## src/rtl/nand_seq_alu_if.sv

```systemverilog
// Bus between the ALU control, the sequencer and the external shared NAND gate.
// The master side issues requests; the slave side is the sequencer itself.
interface nand_seq_alu_if #(
  parameter int WIDTH = 8
);
  logic             start;
  logic [2:0]       op;
  logic [WIDTH-1:0] a;
  logic [WIDTH-1:0] b;
  logic [WIDTH-1:0] nand_a;
  logic [WIDTH-1:0] nand_b;
  logic [WIDTH-1:0] nand_c;
  logic             busy;
  logic             done;
  logic             err;
  logic [WIDTH-1:0] y;

  modport master (
    output start, op, a, b, nand_c,
    input  nand_a, nand_b, busy, done, err, y
  );

  modport slave (
    input  start, op, a, b, nand_c,
    output nand_a, nand_b, busy, done, err, y
  );
endinterface

```

## src/rtl/nand_seq_alu.sv

```systemverilog
// Multi-cycle logic unit built on one shared external WIDTH-bit NAND gate.
// Each RUN cycle routes two registered sources to the NAND and captures its
// output into a temp or into y; the op decides the step sequence.
module nand_seq_alu #(
  parameter int WIDTH = 8
) (
  input  logic               clk,
  input  logic               rst,
  nand_seq_alu_if.slave      bus
);

  typedef enum logic [1:0] {
    S_IDLE,
    S_RUN,
    S_DONE
  } state_e;

  typedef enum logic [2:0] {
    SRC_RA,
    SRC_RB,
    SRC_T1,
    SRC_T2,
    SRC_T3
  } src_e;

  typedef enum logic [1:0] {
    DST_T1,
    DST_T2,
    DST_T3,
    DST_Y
  } dst_e;

  localparam logic [2:0] OP_ILLEGAL = 3'b111;

  state_e           state_q, state_d;
  logic [2:0]       step_q, step_d;
  logic [2:0]       rop_q, rop_d;
  logic [WIDTH-1:0] ra_q, ra_d;
  logic [WIDTH-1:0] rb_q, rb_d;
  logic [WIDTH-1:0] t1_q, t1_d;
  logic [WIDTH-1:0] t2_q, t2_d;
  logic [WIDTH-1:0] t3_q, t3_d;
  logic [WIDTH-1:0] y_q, y_d;
  logic             busy_q, busy_d;
  logic             done_q, done_d;
  logic             err_q, err_d;

  // Current step decode
  src_e             sel_a, sel_b;
  dst_e             dst;
  logic             last_step;
  logic [WIDTH-1:0] nand_a_c, nand_b_c;

  function automatic logic [WIDTH-1:0] pick(input src_e s,
                                            input logic [WIDTH-1:0] ra, rb, t1, t2, t3);
    case (s)
      SRC_RA:  pick = ra;
      SRC_RB:  pick = rb;
      SRC_T1:  pick = t1;
      SRC_T2:  pick = t2;
      default: pick = t3;
    endcase
  endfunction

  // Step table: NAND operand sources, capture target and last-step flag per (op, step)
  always_comb begin
    // NOTE: every signal gets a default before the case so no path leaves it
    // unassigned; otherwise synthesis infers a latch to hold the old value.
    sel_a     = SRC_RA;
    sel_b     = SRC_RB;
    dst       = DST_Y;
    last_step = 1'b1;
    case (rop_q)
      3'b000: begin                                   // NAND
        sel_a = SRC_RA; sel_b = SRC_RB; dst = DST_Y;
      end
      3'b001: begin                                   // NOT A
        sel_a = SRC_RA; sel_b = SRC_RA; dst = DST_Y;
      end
      3'b010: begin                                   // AND
        case (step_q)
          3'd0:    begin sel_a = SRC_RA; sel_b = SRC_RB; dst = DST_T1; last_step = 1'b0; end
          default: begin sel_a = SRC_T1; sel_b = SRC_T1; dst = DST_Y; end
        endcase
      end
      3'b011, 3'b100: begin                           // OR, NOR
        case (step_q)
          3'd0: begin sel_a = SRC_RA; sel_b = SRC_RA; dst = DST_T1; last_step = 1'b0; end
          3'd1: begin sel_a = SRC_RB; sel_b = SRC_RB; dst = DST_T2; last_step = 1'b0; end
          3'd2: begin
            sel_a = SRC_T1; sel_b = SRC_T2;
            if (rop_q == 3'b011) begin
              dst = DST_Y;
            end else begin
              dst = DST_T3; last_step = 1'b0;
            end
          end
          default: begin sel_a = SRC_T3; sel_b = SRC_T3; dst = DST_Y; end
        endcase
      end
      3'b101, 3'b110: begin                           // XOR, XNOR
        case (step_q)
          3'd0: begin sel_a = SRC_RA; sel_b = SRC_RB; dst = DST_T1; last_step = 1'b0; end
          3'd1: begin sel_a = SRC_RA; sel_b = SRC_T1; dst = DST_T2; last_step = 1'b0; end
          3'd2: begin sel_a = SRC_RB; sel_b = SRC_T1; dst = DST_T3; last_step = 1'b0; end
          3'd3: begin
            sel_a = SRC_T2; sel_b = SRC_T3;
            if (rop_q == 3'b101) begin
              dst = DST_Y;
            end else begin
              dst = DST_T1; last_step = 1'b0;
            end
          end
          default: begin sel_a = SRC_T1; sel_b = SRC_T1; dst = DST_Y; end
        endcase
      end
      default: ;                                      // illegal op never enters RUN
    endcase
  end

  // NAND operands: routed sources while running, parked at zero otherwise
  always_comb begin
    nand_a_c = '0;
    nand_b_c = '0;
    if (state_q == S_RUN) begin
      nand_a_c = pick(sel_a, ra_q, rb_q, t1_q, t2_q, t3_q);
      nand_b_c = pick(sel_b, ra_q, rb_q, t1_q, t2_q, t3_q);
    end
  end

  // Next-state logic for the FSM, operand latches, temps and registered outputs
  always_comb begin
    state_d = state_q;
    step_d  = step_q;
    rop_d   = rop_q;
    ra_d    = ra_q;
    rb_d    = rb_q;
    t1_d    = t1_q;
    t2_d    = t2_q;
    t3_d    = t3_q;
    y_d     = y_q;
    busy_d  = 1'b0;
    done_d  = 1'b0;
    err_d   = 1'b0;
    case (state_q)
      S_IDLE: begin
        if (bus.start) begin
          ra_d   = bus.a;
          rb_d   = bus.b;
          rop_d  = bus.op;
          step_d = 3'd0;
          if (bus.op == OP_ILLEGAL) begin
            state_d = S_DONE;
            done_d  = 1'b1;
            err_d   = 1'b1;
            y_d     = '0;
          end else begin
            state_d = S_RUN;
            busy_d  = 1'b1;
          end
        end
      end
      S_RUN: begin
        case (dst)
          DST_T1:  t1_d = bus.nand_c;
          DST_T2:  t2_d = bus.nand_c;
          DST_T3:  t3_d = bus.nand_c;
          default: y_d  = bus.nand_c;
        endcase
        if (last_step) begin
          state_d = S_DONE;
          step_d  = 3'd0;
          done_d  = 1'b1;
        end else begin
          step_d = step_q + 3'd1;
          busy_d = 1'b1;
        end
      end
      default: begin                                  // S_DONE
        state_d = S_IDLE;
      end
    endcase
  end

  // State register with synchronous reset that overrides everything
  always_ff @(posedge clk) begin
    // NOTE: non-blocking assignments make every flop sample its _d value from
    // before the edge; blocking ones here would create order-dependent races.
    if (rst) begin
      state_q <= S_IDLE;
      step_q  <= 3'd0;
      rop_q   <= 3'd0;
      ra_q    <= '0;
      rb_q    <= '0;
      t1_q    <= '0;
      t2_q    <= '0;
      t3_q    <= '0;
      y_q     <= '0;
      busy_q  <= 1'b0;
      done_q  <= 1'b0;
      err_q   <= 1'b0;
    end else begin
      state_q <= state_d;
      step_q  <= step_d;
      rop_q   <= rop_d;
      ra_q    <= ra_d;
      rb_q    <= rb_d;
      t1_q    <= t1_d;
      t2_q    <= t2_d;
      t3_q    <= t3_d;
      y_q     <= y_d;
      busy_q  <= busy_d;
      done_q  <= done_d;
      err_q   <= err_d;
    end
  end

  assign bus.nand_a = nand_a_c;
  assign bus.nand_b = nand_b_c;
  assign bus.busy   = busy_q;
  assign bus.done   = done_q;
  assign bus.err    = err_q;
  assign bus.y      = y_q;

endmodule

```

## src/flat_wrapper.sv

```systemverilog
// flat-port wrapper written by rule: the top's interface ports become plain ports
module nand_seq_alu_flat 
#(
  parameter int WIDTH = 8
)
  (clk, rst, bus_start, bus_op, bus_a, bus_b, bus_nand_c, bus_nand_a, bus_nand_b, bus_busy, bus_done, bus_err, bus_y);
  nand_seq_alu_if #(.WIDTH(WIDTH)) bus_i ();
  input  logic clk;
  input  logic rst;
  input wire logic [$bits(bus_i.start)-1:0] bus_start;
  input wire logic [$bits(bus_i.op)-1:0] bus_op;
  input wire logic [$bits(bus_i.a)-1:0] bus_a;
  input wire logic [$bits(bus_i.b)-1:0] bus_b;
  input wire logic [$bits(bus_i.nand_c)-1:0] bus_nand_c;
  output wire logic [$bits(bus_i.nand_a)-1:0] bus_nand_a;
  output wire logic [$bits(bus_i.nand_b)-1:0] bus_nand_b;
  output wire logic [$bits(bus_i.busy)-1:0] bus_busy;
  output wire logic [$bits(bus_i.done)-1:0] bus_done;
  output wire logic [$bits(bus_i.err)-1:0] bus_err;
  output wire logic [$bits(bus_i.y)-1:0] bus_y;
  assign bus_i.start = bus_start;
  assign bus_i.op = bus_op;
  assign bus_i.a = bus_a;
  assign bus_i.b = bus_b;
  assign bus_i.nand_c = bus_nand_c;
  assign bus_nand_a = bus_i.nand_a;
  assign bus_nand_b = bus_i.nand_b;
  assign bus_busy = bus_i.busy;
  assign bus_done = bus_i.done;
  assign bus_err = bus_i.err;
  assign bus_y = bus_i.y;
  nand_seq_alu #(.WIDTH(WIDTH)) u_core (.clk(clk), .rst(rst), .bus(bus_i));
endmodule
```

## config.mk

```make
export PLATFORM = sky130hd
export DESIGN_NAME = nand_seq_alu_flat
export DESIGN_NICKNAME = d
export VERILOG_FILES = /design/src/rtl/nand_seq_alu_if.sv /design/src/rtl/nand_seq_alu.sv /design/src/flat_wrapper.sv
export SDC_FILE = /design/constraint.sdc
export NUM_CORES = 1
export LEC_CHECK = 0
export CORE_MARGIN = 4
export CORE_UTILIZATION = 47
export CTS_BUF_LIST = sky130_fd_sc_hd__clkbuf_2 sky130_fd_sc_hd__clkbuf_4 sky130_fd_sc_hd__clkbuf_8
export DETAILED_ROUTE_END_ITERATION = 8
export HOLD_SLACK_MARGIN = 0.03
export PLACE_DENSITY = 0.72
export SLEW_MARGIN = 20
export SYNTH_ARGS = -nofsm -noshare
export SYNTH_HDL_FRONTEND = slang
export SYNTH_SLANG_ARGS = --single-unit
```

## constraint.sdc

```tcl
create_clock -name clk -period 3.28 [get_ports clk]
set_input_delay 0.656 -clock clk [delete_from_list [all_inputs] [get_ports clk]]
set_output_delay 0.656 -clock clk [all_outputs]
set_load 0.03 [all_outputs]
```

==> metrics.cfg, run 1 <==
[timing]
finalCritPeriodShare=0.955
relSlewSlack=0.515
fin_crit_ns=3.13
fin_worst_skew_ns=0.00541
setup_viol=0
hold_viol=0
fmax_mhz=319
whs_ns=0.480
worst_slack_ns=0.148
maxSlewViolCount=0
max_slew.worst_pin.slew_ns=0.725

[drt]
vias=3357
ant_nets=0
drtIter0Drc=272
finalWirelength_mm=9.64
drc=0
dr.pass1.iters=5
viasPerCell=5.54
wl_per_cell_um=15.9

[floorplanning]
dieArea_sq_mm=0.00868
pin_count=57
row_count=30
die_w_um=93.2
initial_core_util=0.494
coreArea_sq_mm=0.00691
die_height_um=93.2

[finish]
final_layout_size_suffix_gt1_frac=0.173
design_area_sq_mm=0.00437
area_growth_pct=28.2
fin_nets=540
diodes=0

[cts]
cts_buffers=9
tritoncts=built
clock_path_buffers=2
ctsHoldBuffers=0
clk-insertion-delay-late_ns=0.34
clock-sinks=59
root_buffer=clkbuf_8
htreeDepth=3
clkTransAtPathRegs_ns=0.07

[placed_design]
gp_congestion=0.885
port-buffer-count=56
dpl-instance-area_sq_mm=0.00407
preCtsSetupSlack_ns=0.0889
dp_hpwl_mm=6.84

[logic_synthesis]
synth_ff_type=dfxtp_1
yosys.area_share.adder=0.0183
synth_top_family_by_area=simple AND/OR/NAND/NOR gates
synth_xor_area_frac=0.00257
postSynthCellCount=438
synth-seq-area-share=0.346
synth_compound_area_frac=0.226
synthTopCellsByCount=nand2_1 (66), dfxtp_1 (59), a21oi_1 (54)
synthMuxAreaShare=0.105
synthTopCellsByArea=dfxtp_1 (35%), mux2i_1 (8.5%), a21oi_1 (7.9%), nand2_1 (7.3%), o21ai_0 (5.1%)
yosysUniqueCellTypes=50
synth-simple-area-share=0.247
ys_ff_latch=59
synth_area_sq_mm=0.00341
synth_nets=473
yosysMostFrequentCell=nand2_1
synth_edf_count=0
synth_top_area_frac=0.346
ys_warn_count=0
ys_async_sr_fraction=0
synth.largest_area_cell=dfxtp_1
syn_avg_cell_area_sq_um=7.79

[worst_setup_path]
cp_cell_sequence=xor2_1, a32oi_1, a21oi_4, buf_4, mux4_2, mux2i_1, nor2_1, clkbuf_2
crit_fanout=4
critPathRequiredTime_ns=2.62
end_kind=output port
regToRegSetupSlack_ns=0.59
cp_num_buf_inv=2
slowest_stage=mux4_2
slowest_delay_ns=0.49
path_delay_family=multiplexers
path_class=reg -> out
cp-start-kind=flip-flop
cp.arrival_ns=2.48

[status]
status=completed

[power]
power.total_w=0.00175
intPower_w=0.00123
max-vdd-ir-drop_v=0.000347
pwr-share-clk=0.374
combPwrFrac=0.186
p_sw_w=0.000517
seq_power_share=0.440
power.density_mw_per_mm2=400
p_leak_nw=1.59
swShare=0.295

[global_routing]
grtUsageTotal=0.220
overflow=0
grt_max_degree=60
antenna_found_initial=0
grt_pass1_wl_mm=15.3
grt_pass1_vias=3125

[min_path]
hp-class=reg -> reg

[job]
drv_cap=0

==> cell families after synthesis <==
group	after synthesis
adders and majority gates	5
AOI/OAI and AO/OA	128
buffers and inverters	40
muxes	32
and+or+nand+nor	173
DFF	59
xor gates and xnor gates	1
==> power groups by stage <==
stage	combinational, W	sequential [W]	clock, W
after floorplan	0.000190	0.000784	0
after global placement	0.000303	0.000786	0
after detailed placement	0.000306	0.000786	0
after CTS	0.000310	0.000769	0.000665
after global routing	0.000356	0.000772	0.000699
final	0.000326	0.000770	0.000655
==> tightest hold or removal path, cell delays in order, from the launching register on <==
cell     delay, ns
dfxtp_1       0.32
nand2_1       0.05
a21oi_1       0.05
==> what timing repair did <==
item                       CTS  global route
setup endpoints to repair   11            16
setup buffers                0            10
resized for setup            8            14
pin swaps                    1             4
==> routing by layer <==
| layer | global-route usage | vias up | routed length (um) |
|---|---|---|---|
| met3 | 0.0555 | 28 | 544 |
| li1 | - | 1681 | - |
| met4 | 0.0842 | 0 | 331 |
| met1 | 0.275 | 1533 | 4240 |
| met2 | 0.365 | 115 | 4530 |
| met5 | 0 | - | 0 |
==> cell usage in the layout, fill, tap and decap left out, drive strengths merged, types with 4 or more instances in the layout <==
master,instances
nor2,37
ha,5
nand3,22
nand3b,8
buf,47
nand2,66
a22o,5
clkbuf,12
o21ai,35
inv,7
clkdlybuf4s50,39
nor2b,12
a21o,10
o31ai,8
clkinv,4
a21oi,55
mux2i,29
dfxtp,59
==> layout make-up <==
class / count / area, sq um
Tap cell: 96 / 120
Sequential cell: 59 / 1180
Clock buffer: 9 / 124
Multi-Input combinational cell: 339 / 2090
Clock inverter: 7 / 68.8
Fill cell: 651 / 2530
Inverter: 7 / 26.3
Timing Repair Buffer: 89 / 756
==> per-stage QoR <==
stage                     setup TNS, ns  cells  utilization
after global routing           -0.00128    606        0.633
final                                 0    606        0.633
after detailed placement              0    580        0.589
after global placement                0    580        0.589
after CTS                             0    596        0.620
after floorplan                       0    438            -
==> flip-flops by register name (all words and copies together) (netlist names) <==
register         count
u_core.bus.busy      1
u_core.bus.done      1
u_core.bus.err       1
u_core.bus.y         8
u_core.ra_q          8
u_core.rb_q          8
u_core.rop_q         3
u_core.state_q       2
u_core.step_q        3
u_core.t1_q          8
u_core.t2_q          8
u_core.t3_q          8
==> final timing paths <==
kind / startpoint / cells past startpoint / end
hold / removal: u_core.ra_q[3] / 2 / u_core.ra_q[3]
hold reg to reg: u_core.ra_q[3] / 2 / u_core.ra_q[3]
setup reg to reg: u_core.step_q[1] / 8 / u_core.t1_q[2]
setup / recovery: u_core.rop_q[1] / 8 / bus_nand_a[2]
No activity file was read; power rests on OpenSTA's default activity.
==> inputs of run 2 (changes only) <==
--- a/config.mk
+++ b/config.mk
@@ -11,7 +11,6 @@
 export DETAILED_ROUTE_END_ITERATION = 8
 export HOLD_SLACK_MARGIN = 0.03
 export PLACE_DENSITY = 0.72
-export SLEW_MARGIN = 20
 export SYNTH_ARGS = -nofsm -noshare
 export SYNTH_HDL_FRONTEND = slang
 export SYNTH_SLANG_ARGS = --single-unit
==> results of run 2 <==
No change in the layout: final DEF, timing and power equal those of run 1.
==> inputs of run 3 (changes only) <==
--- a/config.mk
+++ b/config.mk
@@ -9,6 +9,7 @@
 export CORE_UTILIZATION = 47
 export CTS_BUF_LIST = sky130_fd_sc_hd__clkbuf_2 sky130_fd_sc_hd__clkbuf_4 sky130_fd_sc_hd__clkbuf_8
 export DETAILED_ROUTE_END_ITERATION = 8
+export GPL_TIMING_DRIVEN = 0
 export HOLD_SLACK_MARGIN = 0.03
 export PLACE_DENSITY = 0.72
 export SYNTH_ARGS = -nofsm -noshare
==> metrics.cfg, run 3 (synthesis gave the netlist of run 1 again) <==
[status]
status=completed

[cts]
clock_path_buffers=2  ; unchanged
clkTransAtPathRegs_ns=0.07  ; about the same
cts_buffers=9  ; unchanged
tritoncts=built
ctsHoldBuffers=0  ; unchanged
root_buffer=clkbuf_8
clk-insertion-delay-late_ns=0.34  ; about the same
htreeDepth=3  ; unchanged
clock-sinks=59  ; unchanged

[worst_setup_path]
crit_start=u_core.step_q[0]
slowest_delay_ns=0.37  ; -0.12 ns
slowest_stage=dfxtp_4
end_kind=output port
cp.arrival_ns=2.51  ; +0.03 ns
crit_fanout=7  ; +3
path_class=reg -> out
critPathRequiredTime_ns=2.62  ; about the same
cp-start-kind=flip-flop
reg2regPathDepth=10  ; +2
path_depth=12  ; +4
crit_top_cell=buf_4
cp_num_buf_inv=5  ; +3
crit_path_end=bus_nand_a[1]
regToRegSetupSlack_ns=0.58  ; about the same
path_delay_family=buffers and inverters
reg2reg_from=u_core.step_q[2]
r2r_end=u_core.t3_q[4]
cp_cell_sequence=inv_2, ha_4, nand2b_4, nand3_1, o211ai_2, buf_6, buf_4, buf_4, mux2i_1, a22o_1, nor2_1, buf_2

[finish]
area_growth_pct=32.1
fill_cells=623  ; -4.3%
diodes=0  ; unchanged
final_layout_size_suffix_gt1_frac=0.191  ; +0.0189
final_cell_mix=nand2_1 (66), a21oi_1 (53), dfxtp_1 (53), clkdlybuf4s50_1 (39)
multi_input_area_sq_mm=0.00219  ; +4.8%
final_common_cell=nand2_1
seq_area_sq_mm=0.00120  ; +1.4%
fin_nets=548  ; +1.5%

[global_routing]
overflow=0  ; unchanged
grt_pass1_wl_mm=16.6  ; +8.5%
grt_pass1_vias=3329  ; +6.5%
grt_max_degree=11  ; -82%
grtUsageTotal=0.242  ; +0.0219
antenna_found_initial=0  ; unchanged

[timing]
fin_crit_ns=3.16  ; +0.0308 ns
finalCritPeriodShare=0.964  ; +0.00940
max_slew.worst_pin.slew_ns=0.654  ; -0.0711 ns
maxSlewViolCount=0  ; unchanged
worst_slack_ns=0.117  ; -0.0308 ns
hold_viol=0  ; unchanged
rsz0062_at_grt=true
setup_viol=0  ; unchanged
tns_ns=0  ; unchanged
fmax_mhz=316  ; -0.98%
relSlewSlack=0.564  ; +0.0485
fin_worst_skew_ns=0.00823  ; +0.00282 ns

[placed_design]
dp_hpwl_mm=7.42  ; +8.5%
gp_congestion=0.934  ; +5.5%
port-buffer-count=55  ; -1.8%
preCtsSetupSlack_ns=-0.611  ; -0.700 ns

[floorplanning]
initial_core_util=0.494  ; unchanged
die_w_um=93.2  ; unchanged
row_count=30  ; unchanged
die_height_um=93.2  ; unchanged
coreArea_sq_mm=0.00691  ; unchanged
dieArea_sq_mm=0.00868  ; unchanged
pin_count=57  ; unchanged

[min_path]
hp-class=reg -> reg
hold_path.startpoint=u_core.t2_q[6]

[job]
drv_cap=0  ; unchanged

[drt]
ant_nets=0  ; unchanged
drc=0  ; unchanged
vias=3569  ; +6.3%
drtIter0Drc=302  ; +11%
viasPerCell=5.82  ; +5.1%
wl_per_cell_um=17.1  ; +7.6%
finalWirelength_mm=10.5  ; +8.8%
dr.pass1.iters=6  ; +1

[power]
max-vdd-ir-drop_v=0.000279  ; -20%
power.density_mw_per_mm2=411  ; +2.7%
p_leak_nw=1.61  ; +1.3%

## run 3: per-stage QoR
step	cell area [sq um]	util	power, W	instances	hold slack (ns)
after floorplan	3410	-	0.000974	438	0.447
after global placement	4080	0.591	0.00109	589	0.462
after detailed placement	4080	0.591	0.00109	589	0.468
after CTS	4390	0.635	0.00185	606	0.477
after global routing	4500	0.652	0.00193	613	0.502
final	4500	0.652	0.00185	613	0.479
## run 3: worst min path at each step
stage                           to  slack [ns]  cells past startpoint
finish              u_core.t2_q[6]        0.48                      2
global route        u_core.t2_q[4]        0.50                      2
CTS                 u_core.t2_q[6]        0.48                      2
detailed placement  u_core.t2_q[6]        0.47                      2
global placement    u_core.t2_q[7]        0.46                      2
floorplan           u_core.t2_q[0]        0.45                      2
## run 3: final cells by class
class,count,share of cell area
timing repair buffer,69,0.131
buffer,28,0.0331
inverter,7,0.00583
tap,96,0.0267
clock inverter,4,0.0164
clock buffer,11,0.0336
multi-input combinational,339,0.487
sequential,59,0.267
## run 3: power by group
| group | switching [W] | internal, W |
|---|---|---|
| sequential | 0.0000296 | 0.000743 |
| combinational | 0.000188 | 0.000131 |
| clock | 0.000296 | 0.000465 |
## run 3: worst reg2reg max path, delay by kind of cell, from the launching register on
kind                       cells  cell delay, ns
DFF                            1            0.39
buffers and inverters          3            0.45
muxes                          1            0.25
AOI/OAI and AO/OA              1            0.19
and+or+nand+nor                4            1.10
adders and majority gates      1            0.19
## run 3: what timing repair did
item | CTS | global route
resized for setup | 82 | 45
setup buffers | 6 | 8
endpoints found under the setup margin | 16 | 16
pin swaps | 3 | 5
## run 3: routing by layer
metal / global-route usage / up-vias / part of all wire
li1: - / 1703 / -
met1: 0.307 / 1679 / 0.43
met2: 0.397 / 158 / 0.47
met3: 0.0539 / 29 / 0.061
met4: 0.101 / 0 / 0.035
met5: 0 / - / 0
